**config.mk**
```make
export PLATFORM = sky130hd
export DESIGN_NAME = hex_byte_sequencer
export DESIGN_NICKNAME = d
export VERILOG_FILES = /design/src/rtl/hex_byte_sequencer_pkg.sv /design/src/rtl/hex_byte_sequencer_dwell_timer.sv /design/src/rtl/hex_byte_sequencer.sv
export SDC_FILE = /design/constraint.sdc
export NUM_CORES = 1
export LEC_CHECK = 0
export BUFFER_PORTS_ARGS = -buffer_cell sky130_fd_sc_hd__buf_2
export CAP_MARGIN = 10
export CORE_ASPECT_RATIO = 0.75
export CORE_UTILIZATION = 48
export CTS_CLUSTER_SIZE = 30
export DETAILED_ROUTE_END_ITERATION = 8
export GPL_TIMING_DRIVEN = 0
export HOLD_SLACK_MARGIN = 0.15
export MAX_ROUTING_LAYER = met4
export PLACE_DENSITY = 0.77
export SETUP_SLACK_MARGIN = 0.2
export SYNTH_ARGS = -nofsm -noshare
export SYNTH_HDL_FRONTEND = slang
export SYNTH_HIERARCHICAL = 1
export SYNTH_SLANG_ARGS = --single-unit
```
**constraint.sdc**
```tcl
create_clock -name clk -period 1.96 [get_ports clk]
set_input_delay 0.196 -clock clk [delete_from_list [all_inputs] [get_ports clk]]
set_output_delay 0.196 -clock clk [all_outputs]
set_load 0.01 [all_outputs]
```
**src/rtl/hex_byte_sequencer_pkg.sv**
```systemverilog
// Shared state encoding and constants for the hex byte sequencer.
// Pure definitions: no logic, no latency, no flow control.
package hexseq_pkg;

  typedef enum logic [1:0] {
    IDLE = 2'd0,
    HIGH = 2'd1,
    LOW  = 2'd2,
    GAP  = 2'd3
  } state_t;

  localparam logic [3:0] HEXSEQ_BLANK_NIBBLE = 4'h0;

endpackage

```
**src/rtl/hex_byte_sequencer_dwell_timer.sv**
```systemverilog
// Phase dwell counter: expire is combinational on the last cycle of a phase while run is high.
// No backpressure; clear always wins and restarts the count from zero.
module dwell_timer #(
  parameter int DWELL_CYCLES = 1000
) (
  input  logic clk,
  input  logic reset,
  input  logic clear,
  input  logic run,
  output logic expire
);

  localparam int CW = (DWELL_CYCLES > 1) ? $clog2(DWELL_CYCLES) : 1;
  localparam logic [CW-1:0] LAST = CW'(DWELL_CYCLES - 1);

  logic [CW-1:0] cnt;

  // With a dwell of one the counter never leaves zero, so the compare is always true.
  assign expire = run && (cnt == LAST);

  always_ff @(posedge clk or posedge reset) begin
    if (reset) begin
      cnt <= '0;
    end else if (clear || expire) begin
      cnt <= '0;
    end else if (run) begin
      cnt <= cnt + CW'(1);
    end
  end

endmodule

```
**src/rtl/hex_byte_sequencer.sv**
```systemverilog
// Shows a byte on one seven-segment digit as high nibble, low nibble (dp lit), blank gap; outputs follow load by one edge.
// load is never refused and restarts the sequence; HEXSEQ_REPEAT_EN makes the byte loop until the next load or reset.
module hex_byte_sequencer
  import hexseq_pkg::*;
#(
  parameter int DWELL_CYCLES = 1000
) (
  input  logic       clk,
  input  logic       reset,
  input  logic       load,
  input  logic [7:0] data,
  output logic [3:0] nibble,
  output logic       blank,
  output logic       dp,
  output logic       busy,
  output logic       done
);

  state_t     state;
  state_t     state_nxt;
  logic [7:0] held;
  logic       expire;

  dwell_timer #(
    .DWELL_CYCLES(DWELL_CYCLES)
  ) u_timer (
    .clk   (clk),
    .reset (reset),
    .clear (load),
    .run   (state != IDLE),
    .expire(expire)
  );

  always_ff @(posedge clk or posedge reset) begin
    if (reset) begin
      state <= IDLE;
      held  <= 8'h00;
    end else begin
      state <= state_nxt;
      if (load) begin
        held <= data;
      end
    end
  end

  always_comb begin
    state_nxt = state;
    nibble    = HEXSEQ_BLANK_NIBBLE;
    blank     = 1'b1;
    dp        = 1'b0;
    done      = 1'b0;
    busy      = (state != IDLE);

    case (state)
      IDLE: begin
        state_nxt = IDLE;
      end
      HIGH: begin
        nibble = held[7:4];
        blank  = 1'b0;
        if (expire) begin
          state_nxt = LOW;
        end
      end
      LOW: begin
        nibble = held[3:0];
        blank  = 1'b0;
        dp     = 1'b1;
        if (expire) begin
          state_nxt = GAP;
        end
      end
      GAP: begin
        nibble = held[3:0];
        done   = expire && !load;
        if (expire) begin
`ifdef HEXSEQ_REPEAT_EN
          state_nxt = HIGH;
`else
          state_nxt = IDLE;
`endif
        end
      end
      default: begin
        state_nxt = IDLE;
      end
    endcase

    // A fresh byte always takes priority over finishing the current one.
    if (load) begin
      state_nxt = HIGH;
    end
  end

endmodule

```
# After elaboration in Yosys (flattened, before gate mapping)
# Cells that the tools add are included.
# op_classes
bitwise_logic	0
eq_ne	7
n_addsub	1
mux	11
shift	0
n_reduce_logical	10
order_cmp	0
div_mod_pow	0
mul	0
# ops
operator	count
10-bit 2-to-1 mux	2
10-bit by 1-bit adder with 10-bit output (second input constant)	1
10-bit equality test (second input constant)	1
3-bit != test (second input constant)	3
2-bit 2-to-1 mux	4
2-bit case mux with 4 select lines	1
4-bit case mux with 2 select lines	1
2-bit equality test (second input constant)	2
2-bit nonzero test	2
2-bit OR reduction	2
1-bit 2-to-1 mux	3
3-bit AND reduction	1
2-bit by 1-bit equality test with 1-bit output (second input constant)	1
1-bit logical AND	2
2-bit zero test	1
1-bit zero test	1
1-bit logical OR	1
# totals
ram_bits	0
n_memories	0
regBits	20
word_cells	32
out_inout_bits	8
latchBits	0
rom_bits	0

# Longest topological paths before layout
# Gate-level depths: netlist of run 1.
# depth
depth_word	5
ltp_mapped	10
ltp_nobuf	9

# Modules after synthesis
# Netlist of run 1, hierarchy kept.
# modules_own_cells
mod	area_per_inst_um2	cells_each	seq_area_each_um2	instances
hex_byte_sequencer	536.8	47	250.2	1
dwell_timer	515.5	54	250.2	1

# Worst setup path after synthesis of run 1
# No wires, ideal clock.
# synth_timing
path_type	reg2out
startpoint	register state[0]
endpoint	output port done
required_time_ps	1764
path_slack_ps	-52
n_path_buf	1
stages_incl_launch_ff	10
arrival_time_ps	1816
cell_sequence	dfrtp_1 > inv_1 > ha_1 > inv_1 > buf_4 > nand2_1 > nor4_1 > and3_1 > nand2_1 > nor2_1
# synth_between
elab_chain_cells	4
# synth_lines
element	line_no	source
start, declared	hex_byte_sequencer.sv:19	state_t state;
start signal, assigned	hex_byte_sequencer.sv:39	state <= state_nxt;
2-bit nonzero test	n/a	
via busy	hex_byte_sequencer.sv:15	output logic busy,
1-bit logical AND	hex_byte_sequencer_dwell_timer.sv:19	assign expire = run && (cnt == LAST);
via expire	hex_byte_sequencer.sv:22	logic expire;
1-bit logical AND	hex_byte_sequencer.sv:75	done = expire && !load;
1-bit 2-to-1 mux	hex_byte_sequencer.sv:54	case (state)
end, declared	hex_byte_sequencer.sv:16	output logic done
# The timed path passes the listed nets, and every way through them passes these cells.

# Final worst setup path of run 1
# layout_timing
startpoint	register state[0]
endpoint	output port done
# layout_between
elab_chain_cells	4
# layout_lines
element	line_no	source
2-bit nonzero test	hex_byte_sequencer.sv:30	.run (state != IDLE),
1-bit logical AND	hex_byte_sequencer_dwell_timer.sv:19	
via expire	hex_byte_sequencer.sv:22	
1-bit logical AND	hex_byte_sequencer.sv:75	
1-bit 2-to-1 mux	hex_byte_sequencer.sv:54	
# The timed path passes the listed nets, and every way through them passes these cells.

==> results.txt, run 1 <==
----------------------------------------------------
[Outcome]
  Status ... finished, violations left
  Violated checks ... setup timing

[Worst setup path]
  Worst Reg2Reg Path Length in Cells ... 9
  CP endpoint kind ... output port
  Required time of the worst setup path ... 1.76 ns
  R2r endpoint ... u_timer/cnt[9]
  Arrival time of data at the critical path endpoint ... 1.78 ns
  Slack of the worst reg-to-reg path ... 0.01 ns
  Kind of critical path ... register to output port
  Critical path launch point type ... register
  Reg2Reg Launch Point ... state[0]
  Max FO, Critical Path ... 2

[Synth]
  Synth async-reset ratio ... 1.00
  Yosys warning total ... 6
  Synth top cells by count ... dfrtp_1 (20), nor2_1 (18), inv_1 (7), mux2_1 (7), nand2_1 (7)
  Syn nets ... 117
  Most frequently used cell type in the post-synthesis netlist ... dfrtp_1
  Synth cell types ... 29
  Post-synthesis instance area ... 1050 um^2
  Number of register bits inferred by synthesis ... 20
  Biggest area contributors in the synthesized netlist ... dfrtp_1 (48%), mux2_1 (7.5%), nor2_1 (6.4%)
  Sequential element share of the synthesized area ... 0.476
  Most area-hungry cell type in the Yosys netlist ... dfrtp_1
  Dominant synthesized flop cell ... dfrtp_1
  Per-instance average area after synthesis ... 10.4 um^2
  Count of flip-flops with a built-in enable after synthesis ... 0
  Post-synth top area share ... 0.476
  Cell count after synthesis ... 101

[Detailed routing]
  Drt first pass iters ... 5
  Post-detailed-route DRC marker count ... 0
  Total number of vias ... 960
  Residual antenna-violating net count after detailed routing ... 0
  Via count normalized by instance count ... 5.68
  DRC violation total after the first TritonRoute iteration ... 30
  Average detailed-routed wire length per instance ... 16.9 um
  WL final ... 2860 um

[STA]
  Max_slew headroom ... 0.729
  Slew Viols, Final ... 0
  Final setup margin ... -0.0178 ns
  Unrepaired setup endpoints after global routing ... yes
  Post-layout minimum cycle time ... 1.98 ns
  Final Hold Fails ... 0
  Share of the clock period used by the worst path after layout ... 1.01
  Clock skew after layout ... 0.0130 ns
  Finish-stage setup viols ... 1
  Maximum clock frequency ... 0.506 GHz
  Slew at the pin with the worst max-slew slack ... 0.406 ns

[Place]
  Half-perimeter wire length after detailed placement ... 1590 um
  Worst slack at placement ... -0.0318 ns
  Quantity of I/O buffers inserted on ports ... 18
  Final Wtd Congestion ... 0.795
  Placed Cells incl. Taps ... 143
  Post-placement cell area ... 1200 um^2

[Power]
  Worst vdd ir ... 0.000903 V
  Power Density ... 1030 nW/um^2
  Leakage Power ... 0.686 nW

[Floorplanning]
  Die Span X ... 56.1 um
  I/O Pins ... 19
  Die area ... 2390 um^2
  Vertical die dimension ... 42.6 um
  Site Rows ... 14
  Area inside the core boundary ... 2030 um^2
  Starting utilization of the core area ... 0.518

[Clock tree]
  Maximum level of the CTS H-tree ... 1
  Number of buffers created by CTS ... 3
  Maximum root-to-sink buffer count ... 2
  CTS sink count ... 20
  Clock root cell ... clkbuf_4
  Skew-Pair Late Insertion Delay ... 0.31 ns
  Clock transition time at the flip-flop clock pins of the worst setup and hold paths ... 0.12 ns
  CTS tree ... done

[Cells and area]
  Count of placed standard cells in the final layout, fillers left out ... 169
  Proportion of layout cells with a drive suffix above 1 ... 0.407
  Number of inserted diodes ... 0
  Core Util, Final ... 0.745
  Area growth from synthesis to layout ... 43.9%
  Final design instance area without fill ... 1510 um^2
  Number of nets in the final layout ... 163

[Flow run]
  Max capacitance violation total ... 0

[Hold path]
  Worst min-delay path class ... input pin to asynchronous set/reset pin

[Global routing]
  Maximum number of pins on one net before global-route repair ... 11
  Initial antenna violation count ... 0
  Number of global-route vias before repair ... 927
  First-pass GRT wire length ... 4470 um
  Congestion Overflow GR ... 0
  All-Layer GR Usage ... 0.259

----------------------------------------------------
-- layout by cell type (no fill, tap or decap), types with 2 or more instances in the layout --
cell type,Yosys,final
nand4_1,2,2
buf_2,0,18
nor3_1,3,2
nor2_1,18,17
xnor2_1,5,5
inv_1,7,4
buf_4,1,12
dlygate4sd3_1,0,10
clkbuf_4,0,3
buf_6,1,3
dfrtp_1,20,20
ha_4,0,3
a22oi_2,0,4
mux2_1,7,7
xor2_1,3,3
inv_2,0,3
nand2_1,7,5
-- sequential cells by signal, indices dropped and copies added, names as in the netlist --
| name | count |
|---|---|
| state | 2 |
| u_timer/cnt | 10 |
| held | 8 |
-- stage by stage --
step                      hold slack (ns)  power (mW)  setup TNS, ns
final                               0.425        1.55        -0.0178
after global routing                0.456        1.64         -0.201
after CTS                           0.421        1.42        -0.0897
after detailed placement            0.208        1.07        -0.0589
after global placement              0.199        1.04              0
after floorplan                    0.0362       0.905              0
-- power by group --
| part | internal [mW] | switching [mW] |
|---|---|---|
| Sequential | 0.469 | 0.0590 |
| Combinational | 0.418 | 0.409 |
| Clock | 0.0717 | 0.128 |
-- worst max-delay path, cell delays in order, from the launching register on --
cell and delay [ns]:
dfrtp_1 0.39, inv_2 0.06, ha_4 0.17, inv_2 0.06, buf_6 0.10, nand2_4 0.05, nor4_4 0.17, and3_4 0.23
nand2_2 0.05, nor2_2 0.06, buf_2 0.12
-- worst max path at each step --
stage                           endpoint  startpoint  slack [ns]
after floorplan           u_timer/cnt[9]    state[0]        0.15
after global placement              done    state[0]        0.06
after detailed placement            done    state[0]       -0.03
after CTS                           done    state[0]       -0.08
after global routing      u_timer/cnt[9]    state[0]       -0.09
final                               done    state[0]       -0.02
-- timing repair --
| item | 4_1_cts | 5_1_grt |
|---|---|---|
| gates resized for setup | 11 | 9 |
| buffers inserted | 9 | 4 |
| pin swaps | 3 | 5 |
| endpoints found under the hold margin | 31 | 0 |
| endpoints found under the setup margin | 15 | 7 |
| hold buffers | 10 | 0 |
-- layer usage --
layer | wire, um | track usage
met1 | 1120 | 0.315
met5 | 0 | -
met2 | 1470 | 0.407
met3 | 174 | 0.0741
met4 | 95 | 0.112
-- cell type report --
cell class	instances	area (um^2)
multi-input combinational	72	621
fill	136	518
sequential	20	500
timing repair buffer	41	292
tap	24	30.0
inverter	7	26.3
clock buffer	3	22.5
buffer	2	22.5
-- logic make-up (layout without fill, tap and decap cells) --
kind of cell,Yosys count,in the layout,synth area share
adders and majority gates,5,5,0.0595
buffers and inverters,9,53,0.0428
and+or+nand+nor,40,40,0.181
xor gates and xnor gates,8,8,0.0666
AOI/OAI and AO/OA,10,10,0.0797
muxes,9,9,0.0951
DFF,20,20,0.476
Note: power is estimated with default switching activity, not from simulation.
==> inputs of run 2 (changes only) <==
- ABC_AREA: default -> 1
- CORE_UTILIZATION: 48 -> 49
- PLACE_DENSITY: 0.77 -> 0.78
==> run 2 against run 1 <==
The flow now finishes without violations. Utilization up 0.34 points. Setup slack better by 0.066 ns. Flip-flop and latch count unchanged. Synthesized cell count up 58%. Highest routed layer unchanged. Hold slack worse by 0.025 ns. Clock power about the same. Global-route usage down 2.5 points. Critical path depth unchanged. Sequential power up 0.9%. Non-clock buffer count down 2. Register-to-register slack better by 0.33 ns. Critical path type unchanged.
==> results.txt, run 2 <==
----------------------------------------------------
[STA]
  Unrepaired setup endpoints after global routing ... yes
  Final Hold Fails ... 0
  Post-layout minimum cycle time ... 1.91 ns
  Finish-stage setup viols ... 0
  Clock skew after layout ... 0.0234 ns
  Maximum clock frequency ... 0.523 GHz
  Setup TNS ... 0 ns
  Final hold slack ... 0.400 ns
  Max_slew headroom ... 0.735
  Slew Viols, Final ... 0
  Slew at the pin with the worst max-slew slack ... 0.398 ns
  Share of the clock period used by the worst path after layout ... 0.976

[Synth]
  Most area-hungry cell type in the Yosys netlist ... dfrtp_1
  Yosys warning total ... 6
  Synth cell types ... 18
  Synth top cells by count ... nand2_1 (62), dfrtp_1 (20), inv_1 (18), nor2_1 (18), nand3_1 (8)
  Per-instance average area after synthesis ... 7.23 um^2
  Post-synthesis instance area ... 1160 um^2
  Biggest area contributors in the synthesized netlist ... dfrtp_1 (43%), nand2_1 (20%), inv_1 (5.8%)
  Post-synth top area share ... 0.433
  Number of register bits inferred by synthesis ... 20
  Synth async-reset ratio ... 1.00
  Sequential element share of the synthesized area ... 0.433
  Count of flip-flops with a built-in enable after synthesis ... 0
  Cell count after synthesis ... 160
  Most frequently used cell type in the post-synthesis netlist ... nand2_1
  Syn nets ... 176
  Dominant synthesized flop cell ... dfrtp_1

[Clock tree]
  Maximum root-to-sink buffer count ... 2
  Maximum level of the CTS H-tree ... 1
  Skew-Pair Late Insertion Delay ... 0.31 ns
  CTS sink count ... 20
  Clock transition time at the flip-flop clock pins of the worst setup and hold paths ... 0.13 ns
  Number of buffers created by CTS ... 3
  Clock root cell ... clkbuf_4
  CTS tree ... done

[Worst setup path]
  CP endpoint kind ... output port
  Required time of the worst setup path ... 1.76 ns
  Kind of critical path ... register to output port
  Arrival time of data at the critical path endpoint ... 1.72 ns
  Max FO, Critical Path ... 2
  Critical path launch point type ... register

[Cells and area]
  Commonest non-fill, non-tap cells in the layout ... nand2_1 (59), dfrtp_1 (20), buf_2 (19), nor2_1 (18), inv_1 (14)
  Count of filler cells inserted in the layout ... 146
  Count of placed standard cells in the final layout, fillers left out ... 234
  Number of nets in the final layout ... 220
  Commonest non-fill, non-tap cell in the layout ... nand2_1
  Area growth from synthesis to layout ... 37.2%
  Number of inserted diodes ... 0
  Core Util, Final ... 0.749
  Number of flip-flops under the largest register name ... 10
  Largest Register ... u_timer/cnt
  Biggest regs ... u_timer/cnt x10, held x8, state x2
  Proportion of layout cells with a drive suffix above 1 ... 0.302

[Power]
  Net Switching ... 674 uW
  Clk network pwr share ... 0.126
  Sequential group share of total power ... 0.336
  Net Sw Frac ... 0.425
  Power Density ... 1000 nW/um^2
  Comb power frac ... 0.538
  Total design power ... 1.59 mW
  Leakage Power ... 0.801 nW
  Worst vdd ir ... 0.000520 V
  Cell Int Power ... 913 uW

[Floorplanning]
  Vertical die dimension ... 44.1 um
  Area inside the core boundary ... 2120 um^2
  Die Span X ... 58.1 um
  I/O Pins ... 19
  Starting utilization of the core area ... 0.545
  Site Rows ... 14
  Die area ... 2560 um^2

[Detailed routing]
  DRC violation total after the first TritonRoute iteration ... 98
  Residual antenna-violating net count after detailed routing ... 0
  Post-detailed-route DRC marker count ... 0
  Drt first pass iters ... 4
  Average detailed-routed wire length per instance ... 13.7 um
  Total number of vias ... 1173
  WL final ... 3210 um
  Via count normalized by instance count ... 5.01

[Global routing]
  Maximum number of pins on one net before global-route repair ... 11
  Congestion Overflow GR ... 0
  All-Layer GR Usage ... 0.235
  Number of global-route vias before repair ... 1011
  Initial antenna violation count ... 0
  First-pass GRT wire length ... 4340 um

[Place]
  Half-perimeter wire length after detailed placement ... 1770 um
  Final Wtd Congestion ... 0.913
  Quantity of I/O buffers inserted on ports ... 18
  Placed Cells incl. Taps ... 210

[Outcome]
  Status ... finished clean

[Flow run]
  Max capacitance violation total ... 0

[Hold path]
  Worst min-delay path class ... input pin to asynchronous set/reset pin

----------------------------------------------------
run 2: layer usage:
metal | vias to the layer above | share of wire | track usage
met5 | - | 0 | -
met4 | 0 | 0.020 | 0.0667
met3 | 9 | 0.065 | 0.0643
met2 | 52 | 0.47 | 0.333
met1 | 538 | 0.44 | 0.332
li1 | 574 | - | -
run 2: area by class of cell:
cell class	count	area (um^2)	share of cell area
Multi-Input combinational cell	118	653	0.412
Sequential cell	20	500	0.315
Timing Repair Buffer	39	277	0.174
Inverter	20	77.6	0.0489
Tap cell	32	40.0	0.0252
Clock buffer	3	22.5	0.0142
Buffer	2	16.3	0.0103
run 2: through the flow:
step | setup WS (ns) | area, um^2
2_1_floorplan | 0.246 | 1160
6_report | 0.0478 | 1590
3_3_place_gp | 0.0136 | 1290
4_1_cts | 0.0524 | 1480
3_5_place_dp | -0.0101 | 1290
5_1_grt | -0.0224 | 1590
run 2: power by group through the flow:
| stage | combinational (mW) | clock [mW] | sequential [mW] |
|---|---|---|---|
| finish | 0.854 | 0.200 | 0.533 |
| global route | 0.909 | 0.218 | 0.538 |
| CTS | 0.637 | 0.200 | 0.515 |
| detailed placement | 0.502 | 0 | 0.533 |
| global placement | 0.489 | 0 | 0.527 |
| floorplan | 0.357 | 0 | 0.518 |
run 2: cell families after synthesis:
family,count (synthesis),synth area share
buf+inv,22,0.0790
fa+ha+maj,5,0.0541
simple gates,104,0.383
xor+xnor,2,0.0152
compound gates,7,0.0357
flops,20,0.433
run 2: critical path, stage by stage, from the launching register on:
cell and delay (ns):
dfrtp_1 0.42, inv_2 0.07, ha_4 0.17, inv_4 0.07, nand2_4 0.05, nor2_4 0.10, nand2_2 0.09, nor3_4 0.14
nand2_1 0.08, nor2_1 0.09, buf_2 0.13
run 2: timing repair:
item | CTS | global route
hold buffers | 10 | 0
endpoints found under the hold margin | 29 | 0
resized for setup | 5 | 20
pin swaps | 4 | 11
buffers inserted | 7 | 4
setup endpoints to repair | 3 | 5
run 2: path summary, 6_finish.rpt:
kind | startpoint | slack (ns) | cells past startpoint | end
max | state[0] | 0.05 | 10 | done
min | reset | 0.40 | 3 | u_timer/cnt[0]
max reg2reg | state[0] | 0.34 | 10 | u_timer/cnt[8]
min reg2reg | held[0] | 0.48 | 2 | held[0]
max in group asynchronous | reset | 1.25 | 3 | held[6]
min in group clk | held[0] | 0.48 | 2 | held[0]
